### src/rtl/core_out_monitor.sv
// Core output bus monitor: logs every bus change with a cycle stamp into a
// show-ahead FIFO and ends the run on bus stability or timeout.
module core_out_monitor #(
  parameter int OUT_WIDTH      = 8,
  parameter int FIFO_DEPTH     = 16,
  parameter int CNT_W          = 16,
  parameter int STABLE_CYCLES  = 20,
  parameter int TIMEOUT_CYCLES = 1000
) (
  input  logic                 clk,
  input  logic                 reset,
  input  logic [OUT_WIDTH-1:0] mon_in,
  input  logic [OUT_WIDTH-1:0] expected,
  input  logic                 rd_en,
  output logic [OUT_WIDTH-1:0] rd_data,
  output logic [CNT_W-1:0]     rd_stamp,
  output logic                 fifo_empty,
  output logic                 fifo_full,
  output logic                 overflow,
  output logic [CNT_W-1:0]     change_count,
  output logic                 done,
  output logic                 pass,
  output logic                 timeout
);

  localparam int AW = $clog2(FIFO_DEPTH);
  localparam logic [AW:0]      OCC_FULL   = (AW+1)'(FIFO_DEPTH);
  localparam logic [CNT_W-1:0] CNT_MAX    = {CNT_W{1'b1}};
  localparam logic [CNT_W-1:0] STABLE_END = CNT_W'(STABLE_CYCLES - 1);
  localparam logic [CNT_W-1:0] TIME_END   = CNT_W'(TIMEOUT_CYCLES - 1);

  typedef enum logic [1:0] {ST_INIT, ST_RUN, ST_DONE} state_t;

  state_t                 state, state_nx;
  logic [OUT_WIDTH-1:0]   last_val;
  logic [CNT_W-1:0]       cycle;
  logic [CNT_W-1:0]       stable_cnt;
  logic [OUT_WIDTH-1:0]   mem_data  [FIFO_DEPTH];
  logic [CNT_W-1:0]       mem_stamp [FIFO_DEPTH];
  logic [AW-1:0]          wr_ptr, rd_ptr;
  logic [AW:0]            occ;

  logic changed, push_req, push, pop, drop, stable_hit, timeout_hit;

  always_comb begin
    changed     = (state == ST_RUN) && (mon_in != last_val);
    push_req    = changed;
    pop         = rd_en && (occ != '0);
    push        = push_req && ((occ != OCC_FULL) || pop);
    drop        = push_req && (occ == OCC_FULL) && !pop;
    // Stability counts only once the bus has moved at least once.
    stable_hit  = (state == ST_RUN) && !changed && (change_count != '0) &&
                  (stable_cnt == STABLE_END);
    timeout_hit = (state == ST_RUN) && (cycle == TIME_END);
  end

  always_comb begin
    state_nx = state;
    case (state)
      ST_INIT: state_nx = ST_RUN;
      ST_RUN: begin
        if (stable_hit || timeout_hit) state_nx = ST_DONE;
        else                           state_nx = ST_RUN;
      end
      ST_DONE: state_nx = ST_DONE;
      default: state_nx = ST_INIT;
    endcase
  end

  always_ff @(posedge clk or posedge reset) begin
    if (reset) state <= ST_INIT;
    else       state <= state_nx;
  end

  always_ff @(posedge clk or posedge reset) begin
    if (reset) begin
      last_val     <= '0;
      cycle        <= '0;
      stable_cnt   <= '0;
      change_count <= '0;
      done         <= 1'b0;
      pass         <= 1'b0;
      timeout      <= 1'b0;
      overflow     <= 1'b0;
    end else begin
      case (state)
        ST_INIT: begin
          last_val <= mon_in;
          cycle    <= '0;
        end
        ST_RUN: begin
          if (cycle != CNT_MAX) cycle <= cycle + 1'b1;
          if (changed) begin
            last_val   <= mon_in;
            stable_cnt <= '0;
            if (change_count != CNT_MAX) change_count <= change_count + 1'b1;
          end else if (change_count != '0) begin
            stable_cnt <= stable_cnt + 1'b1;
          end
          // Stable completion takes priority over a coincident timeout.
          if (stable_hit) begin
            done    <= 1'b1;
            pass    <= (last_val == expected);
            timeout <= 1'b0;
          end else if (timeout_hit) begin
            done    <= 1'b1;
            pass    <= 1'b0;
            timeout <= 1'b1;
          end
        end
        default: ;
      endcase
      if (drop) overflow <= 1'b1;
    end
  end

  always_ff @(posedge clk or posedge reset) begin
    if (reset) begin
      wr_ptr <= '0;
      rd_ptr <= '0;
      occ    <= '0;
    end else begin
      if (push) wr_ptr <= wr_ptr + 1'b1;
      if (pop)  rd_ptr <= rd_ptr + 1'b1;
      case ({push, pop})
        2'b10:   occ <= occ + 1'b1;
        2'b01:   occ <= occ - 1'b1;
        default: occ <= occ;
      endcase
    end
  end

  // Storage needs no reset: contents are masked whenever the FIFO is empty.
  always_ff @(posedge clk) begin
    if (push) begin
      mem_data[wr_ptr]  <= mon_in;
      mem_stamp[wr_ptr] <= cycle;
    end
  end

  always_comb begin
    fifo_empty = (occ == '0);
    fifo_full  = (occ == OCC_FULL);
    rd_data    = fifo_empty ? '0 : mem_data[rd_ptr];
    rd_stamp   = fifo_empty ? '0 : mem_stamp[rd_ptr];
  end

endmodule

### config.mk
export PLATFORM = sky130hd
export DESIGN_NAME = core_out_monitor
export DESIGN_NICKNAME = d
export VERILOG_FILES = /design/src/rtl/core_out_monitor.sv
export SDC_FILE = /design/constraint.sdc
export NUM_CORES = 1
export LEC_CHECK = 0
export ABC_CLOCK_PERIOD_IN_PS = 3220
export CAP_MARGIN = 15
export CORE_UTILIZATION = 35
export CTS_CLUSTER_SIZE = 10
export DETAILED_ROUTE_END_ITERATION = 7
export PLACE_DENSITY_LB_ADDON = 0.08
export SLEW_MARGIN = 15
export SYNTH_ARGS = -nofsm -noshare
export SYNTH_HDL_FRONTEND = slang
export SYNTH_SLANG_ARGS = --single-unit
export TNS_END_PERCENT = 100
### constraint.sdc
create_clock -name clk -period 3.22 [get_ports clk]
set_clock_uncertainty 0.05 [all_clocks]
set_input_delay 0.644 -clock clk [delete_from_list [all_inputs] [get_ports clk]]
set_output_delay 0.644 -clock clk [all_outputs]
set_load 0.02 [all_outputs]
==> results.yml, run 1 <==
worst_setup_path:
  cp-end-kind: "output pin"
  cp.arrival_ns: 2.70
  reg2reg_depth: 9
  cp-start-kind: "flip-flop"
  crit_start: "rd_ptr[0]"
  cp_slowest_cell: "mux4_2"
  path_cells: "buf_12 > buf_12 > mux4_2 > mux4_2 > nor2b_4 > buf_6"
  worst-setup-path-type: "flip-flop to output pin"
  reg2reg_from: "last_val[3]"
  crit_required_ns: 2.53
  max_stage_delay_ns: 0.54
  crit_fanout: 8
synth:
  yosysSeqAreaShare_pct: 72.2
  synth_flop_cell: "edfxtp_1"
  yosys.area_share.simple_pct: 6.06
  yosys-top-cells-area: "edfxtp_1 (62%), mux4_2 (15%), dfrtp_1 (10%), xnor2_1 (1.6%), xor2_1 (1.4%)"
  yosysMostFrequentCell: "edfxtp_1"
  synth_cell_types: 51
  synth-xor-area-share_pct: 2.97
  syn_area_sq_um: 18600
  synth_top_area_cell: "edfxtp_1"
  synth_top_family_by_area: "multiplexers"
  syn-num-nets: 997
  yosys_warnings: 0
  synth-compound-area-share_pct: 1.67
  synthTopCellsByCount: "edfxtp_1 (384), mux4_2 (120), dfrtp_1 (75)"
  synth_cells: 967
  yosysTopAreaCellShare_pct: 62.1
  synthAdderAreaFrac_pct: 0.741
  synth_mux_area_share_pct: 15.2
  synth-seq-cells: 459
  syn_area_per_cell_sq_um: 19.2
  synth_edf_count: 384
  async_flop_share_pct: 16.3
layout:
  final_nets: 1188
  fill_cells: 4570
  antennaDiodeCount: 0
  register_area_sq_um: 13400
  post-route-util_pct: 43.9
  area_delta_synth_final_pct: 24.0
  drive_above_1_share_pct: 30.3
  final_cells: 1890
  multi_input_area_sq_um: 5090
timing:
  finalCriticalPeriod_ns: 3.39
  setup_violations: 24
  maxClockFrequency_mhz: 295
  tightestPinTransition_ns: 0.846
  setup_ws_ns: -0.170
  finalHoldViolCount: 0
  slew_violations: 0
  grt_setup_unrepaired: "true"
  slew_headroom_pct: 43.2
  fin_crit_sh_pct: 105
route:
  post_drt_wl_per_cell_um: 24.1
  wirelength_um: 45500
  via_count: 9582
  drc: 0
  dr.pass1.iters: 5
  drt_iter0_drc: 633
  via_per_inst: 5.07
  postRouteAntennaNets: 0
placed_design:
  hpwl_um: 27400
  place_ws_ns: -0.118
  dp_cells: 1779
  gp_congestion: 0.745
  portBuffers: 64
clock_tree:
  tritoncts: "done"
  ctsHoldBuffers: 0
  clk_pin_slew_worst_paths_ns: 0.06
  cts.sinks: 459
  htreeDepth: 2
  clockBufferDepth: 3
  cts_buffers: 52
  root_buffer: "clkbuf_16"
  clk_latency_ns: 0.60
global_route:
  grtUsageTotal_pct: 17.5
  overflow: 0
  grt_pass1_wl_um: 68000
  grt_pass1_vias: 10200
  grt_max_degree: 29
  antenna_found_initial: 0
die:
  fp-row-count: 84
  io_pins: 65
  die_width_um: 232
  start_util_pct: 35.4
  dieArea_sq_um: 54000
  core_region_area_sq_um: 52400
  die_h_um: 232
pwr:
  power.leakage_uw: 0.00795
  power_uw: 21700
  p_per_area_nw_per_um2: 944
  ir_drop_uv: 392
run_status:
  violations: "negative setup slack"
  outcome: "finished with violations"
flow_run:
  maxCapViolCount: 0
min_path:
  min_path_type: "input port to async pin"
## logic make-up (layout without fill, tap and decap cells)
family	after synthesis	after routing
adder cells (fa/ha/maj)	11	11
AND/OR/NAND/NOR	207	207
buffers and inverters	47	282
flip-flops	459	459
XOR/XNOR	63	63
AO/OA/AOI/OAI	50	50
multiplexers	130	130
## final cells by class
type                            count  area share [%]
Inverter                           12           0.201
Multi-Input combinational cell    461            22.1
Clock buffer                       94            6.38
Clock inverter                      4           0.228
Sequential cell                   459            58.3
Tap cell                          688            3.74
Timing Repair Buffer              172            9.12
## registers in the layout, summed over array words and instances, names as in the netlist, 2 cells and up
signal	flops
mem_stamp	256
mem_data	128
change_count	16
cycle	16
stable_cnt	16
last_val	8
occ	5
rd_ptr	4
wr_ptr	4
state	2
## report_power, final
part	total (uW)	internal, uW	switching, uW
logic	8130	4210	3920
clock network	5380	3060	2320
registers	8220	7800	427
total	21700	15100	6660
## repair_timing
item	in CTS	in global routing
pin swaps	0	0
cloned	4	0
endpoints found under the setup margin	25	24
setup buffers	8	4
resized for setup	136	37
hold endpoints to repair	0	0
## critical path, delay by kind of cell (launching register included)
family / cells / cell delay, ns
buf+inv: 3 / 0.44
flops: 1 / 0.47
mux: 2 / 1.04
simple gates: 1 / 0.15
## worst paths after layout
path	end	slack, ns
min in group clk	overflow	0.41
min reg2reg	overflow	0.41
min	stable_cnt[10]	0.32
max in group asynchronous	stable_cnt[4]	2.11
max reg2reg	occ[2]	0.65
max	rd_stamp[3]	-0.17
## layer usage
metal  vias to the layer above  part of all wire (%)  GRT usage, %
met1                      5089                    46          24.7
met5                         -                     0             0
met3                        62                   3.6          2.98
met2                       153                    48          28.1
li1                       4278                     -             -
met4                         0                   1.8          4.26
## per-stage QoR
stage / setup TNS, ns / area (sq um) / hold slack, ns
after CTS: -5.07 / 22900 / 0.312
after global placement: -0.144 / 21200 / 0.390
final: -3.21 / 23000 / 0.321
after global routing: -5.36 / 23000 / 0.356
after floorplan: 0 / 18600 / 0.411
after detailed placement: -0.121 / 21200 / 0.397
## placed cells by master (no fill, tap or decap), types with 16 or more instances in the layout
cell and instances:
edfxtp_1 384, clkbuf_1 41, and2_2 16, nand3_1 16, buf_4 57, nor2b_4 16
clkbuf_16 52, nand2_1 33, nand4_1 16, buf_6 17, clkdlybuf4s50_1 39, buf_12 49
dfrtp_1 71, xnor2_1 34, xor2_1 29, mux4_2 120, nor2_1 43
No activity file was read; power rests on OpenSTA's default activity.
==> run 2, diff against run 1 <==
ABC_CLOCK_PERIOD_IN_PS = 3600   (was 3220)
GPL_TIMING_DRIVEN = 1   (was not set)
clock period = 3.6 ns   (was 3.22 ns; I/O delays follow)
==> run 2 against run 1 <==
- the flow now finishes without violations
- final cell count down 1.3%
- clock power decreased by 8.9%
- setup slack better by 0.18 ns
- die area unchanged
- critical path depth rose by 1
- first-iteration DRC count is 13% higher
- total power down 12%
- global-route usage is 0.31 points higher
- register-to-register slack better by 0.07 ns
- sequential power is 9.9% lower
- flip-flop and latch count stayed put
- largest cell class unchanged
==> results.yml, run 2 (same netlist as run 1, synthesis figures left out) <==
worst_setup_path:
  reg2reg_depth: 9
  worstSetupPathDepth: 7
  cp-start-kind: "flip-flop"
  crit_required_ns: 2.83
  crit_fanout: 8
  cp.arrival_ns: 2.82
  max_stage_delay_ns: 0.48
  cp_top_family: "multiplexers"
  cp_slowest_cell: "mux4_2"
  path_cells: "buf_6 > buf_16 > clkbuf_16 > mux4_2 > mux4_2 > nor2b_2 > buf_6"
  crit_buf_inv: 4
  cp-end-kind: "output pin"
  worst-setup-path-type: "flip-flop to output pin"
die:
  fp-row-count: 84
  core_region_area_sq_um: 52400
  die_h_um: 232
  dieArea_sq_um: 54000
  io_pins: 65
  start_util_pct: 35.4
  die_width_um: 232
clock_tree:
  cts_buffers: 53
  tritoncts: "done"
  ctsHoldBuffers: 0
  htreeDepth: 2
  cts.sinks: 459
  root_buffer: "clkbuf_16"
  clk_latency_ns: 0.60
  clockBufferDepth: 3
  clk_pin_slew_worst_paths_ns: 0.06
timing:
  setup_violations: 0
  tightestPinTransition_ns: 0.920
  slew_headroom_pct: 38.4
  finalHoldViolCount: 0
  grt_setup_unrepaired: "true"
  finalCriticalPeriod_ns: 3.59
  setup_ws_ns: 0.00557
  maxClockFrequency_mhz: 278
  finalSetupTns_ns: 0
  fin_crit_sh_pct: 99.8
  slew_violations: 0
  whs_ns: 0.416
placed_design:
  hpwl_um: 25600
  placed_area_sq_um: 20600
  portBuffers: 64
  place_ws_ns: 0.215
  gp_congestion: 0.758
route:
  dr.pass1.iters: 4
  via_per_inst: 5.19
  drt_iter0_drc: 714
  post_drt_wl_per_cell_um: 25.0
  wirelength_um: 46700
  drc: 0
  via_count: 9681
  postRouteAntennaNets: 0
global_route:
  grt_max_degree: 46
  overflow: 0
  grt_pass1_wl_um: 69000
  met1_usage_pct: 25.9
  use_met3_pct: 3.16
  grt-busiest-layer: "met2"
  grt_pass1_vias: 10100
  antenna_found_initial: 0
  grt_util_met2_pct: 27.6
  grtUsageTotal_pct: 17.8
layout:
  stdcell_area_sq_um: 22600
  antennaDiodeCount: 0
  register_area_sq_um: 13400
  final_cell_mix: "edfxtp_1 (384), mux4_2 (120), dfrtp_1 (71)"
  area_delta_synth_final_pct: 21.9
  drive_above_1_share_pct: 28.0
  multi_input_area_sq_um: 4990
  top_register: "mem_stamp"
  fill_cells: 4652
  top_regs: "mem_stamp: 256 flops, mem_data: 128 flops"
  final_nets: 1164
  largest_reg_flops: 256
  final_common_cell: "edfxtp_1"
min_path:
  min_path_type: "flip-flop to flip-flop"
  hold_depth: 1
run_status:
  outcome: "finished clean"
pwr:
  power.leakage_uw: 0.00776
  p_per_area_nw_per_um2: 846
  ir_drop_uv: 334
flow_run:
  maxCapViolCount: 0
==> run 2: report_power, final <==
| group | leakage, uW | switching [uW] | internal (uW) |
|---|---|---|---|
| sequential | 0.00450 | 436 | 6980 |
| combinational | 0.00252 | 3400 | 3440 |
| clock | 0.000736 | 2080 | 2820 |
==> run 2: worst paths after layout <==
check                                     end  slack (ns)       from
worst max-delay path               rd_data[2]       0.006  rd_ptr[0]
worst min-delay path                 overflow        0.42   overflow
worst max register to register         occ[2]        0.72     occ[0]
worst min register to register       overflow        0.42   overflow
max in group asynchronous            cycle[9]        2.37      reset
min in group asynchronous       stable_cnt[9]        0.44      reset
==> run 2: repair_timing <==
action                     CTS  global route
setup endpoints to repair   24            23
resized for setup          102            29
buffers inserted            14             2
cloned                       6             5
==> run 2: area by class of cell <==
| type | instances | share of cell area, % |
|---|---|---|
| clock buffer | 95 | 6.69 |
| clock inverter | 4 | 0.133 |
| inverter | 12 | 0.205 |
| multi-input combinational | 461 | 22.0 |
| sequential | 459 | 59.3 |
| tap | 688 | 3.80 |
| timing repair buffer | 147 | 7.84 |
==> run 2: worst register-to-register path, cell delays in order, from the launching register on <==
cell and delay, ns:
dfrtp_1 0.45, nor4_1 0.41, and2b_2 0.24, nand2b_1 0.29, nor2_1 0.14, xor2_1 0.16
ha_1 0.22, or4_1 0.50, a21oi_1 0.17, xor2_1 0.17
==> run 2: layer usage <==
metal | share of wire [%] | wire length (um)
met5 | 0 | 0
met4 | 1.9 | 885
met3 | 4.8 | 2240
met2 | 46 | 21600
met1 | 47 | 21900
==> run 2: per-stage QoR <==
stage               std cells  total power (uW)  util [%]
floorplan                 967             11200         -
global placement         1740             13900      39.3
detailed placement       1740             13900      39.3
CTS                      1859             19200      42.8
global route             1866             20100      43.2
finish                   1866             19100      43.2
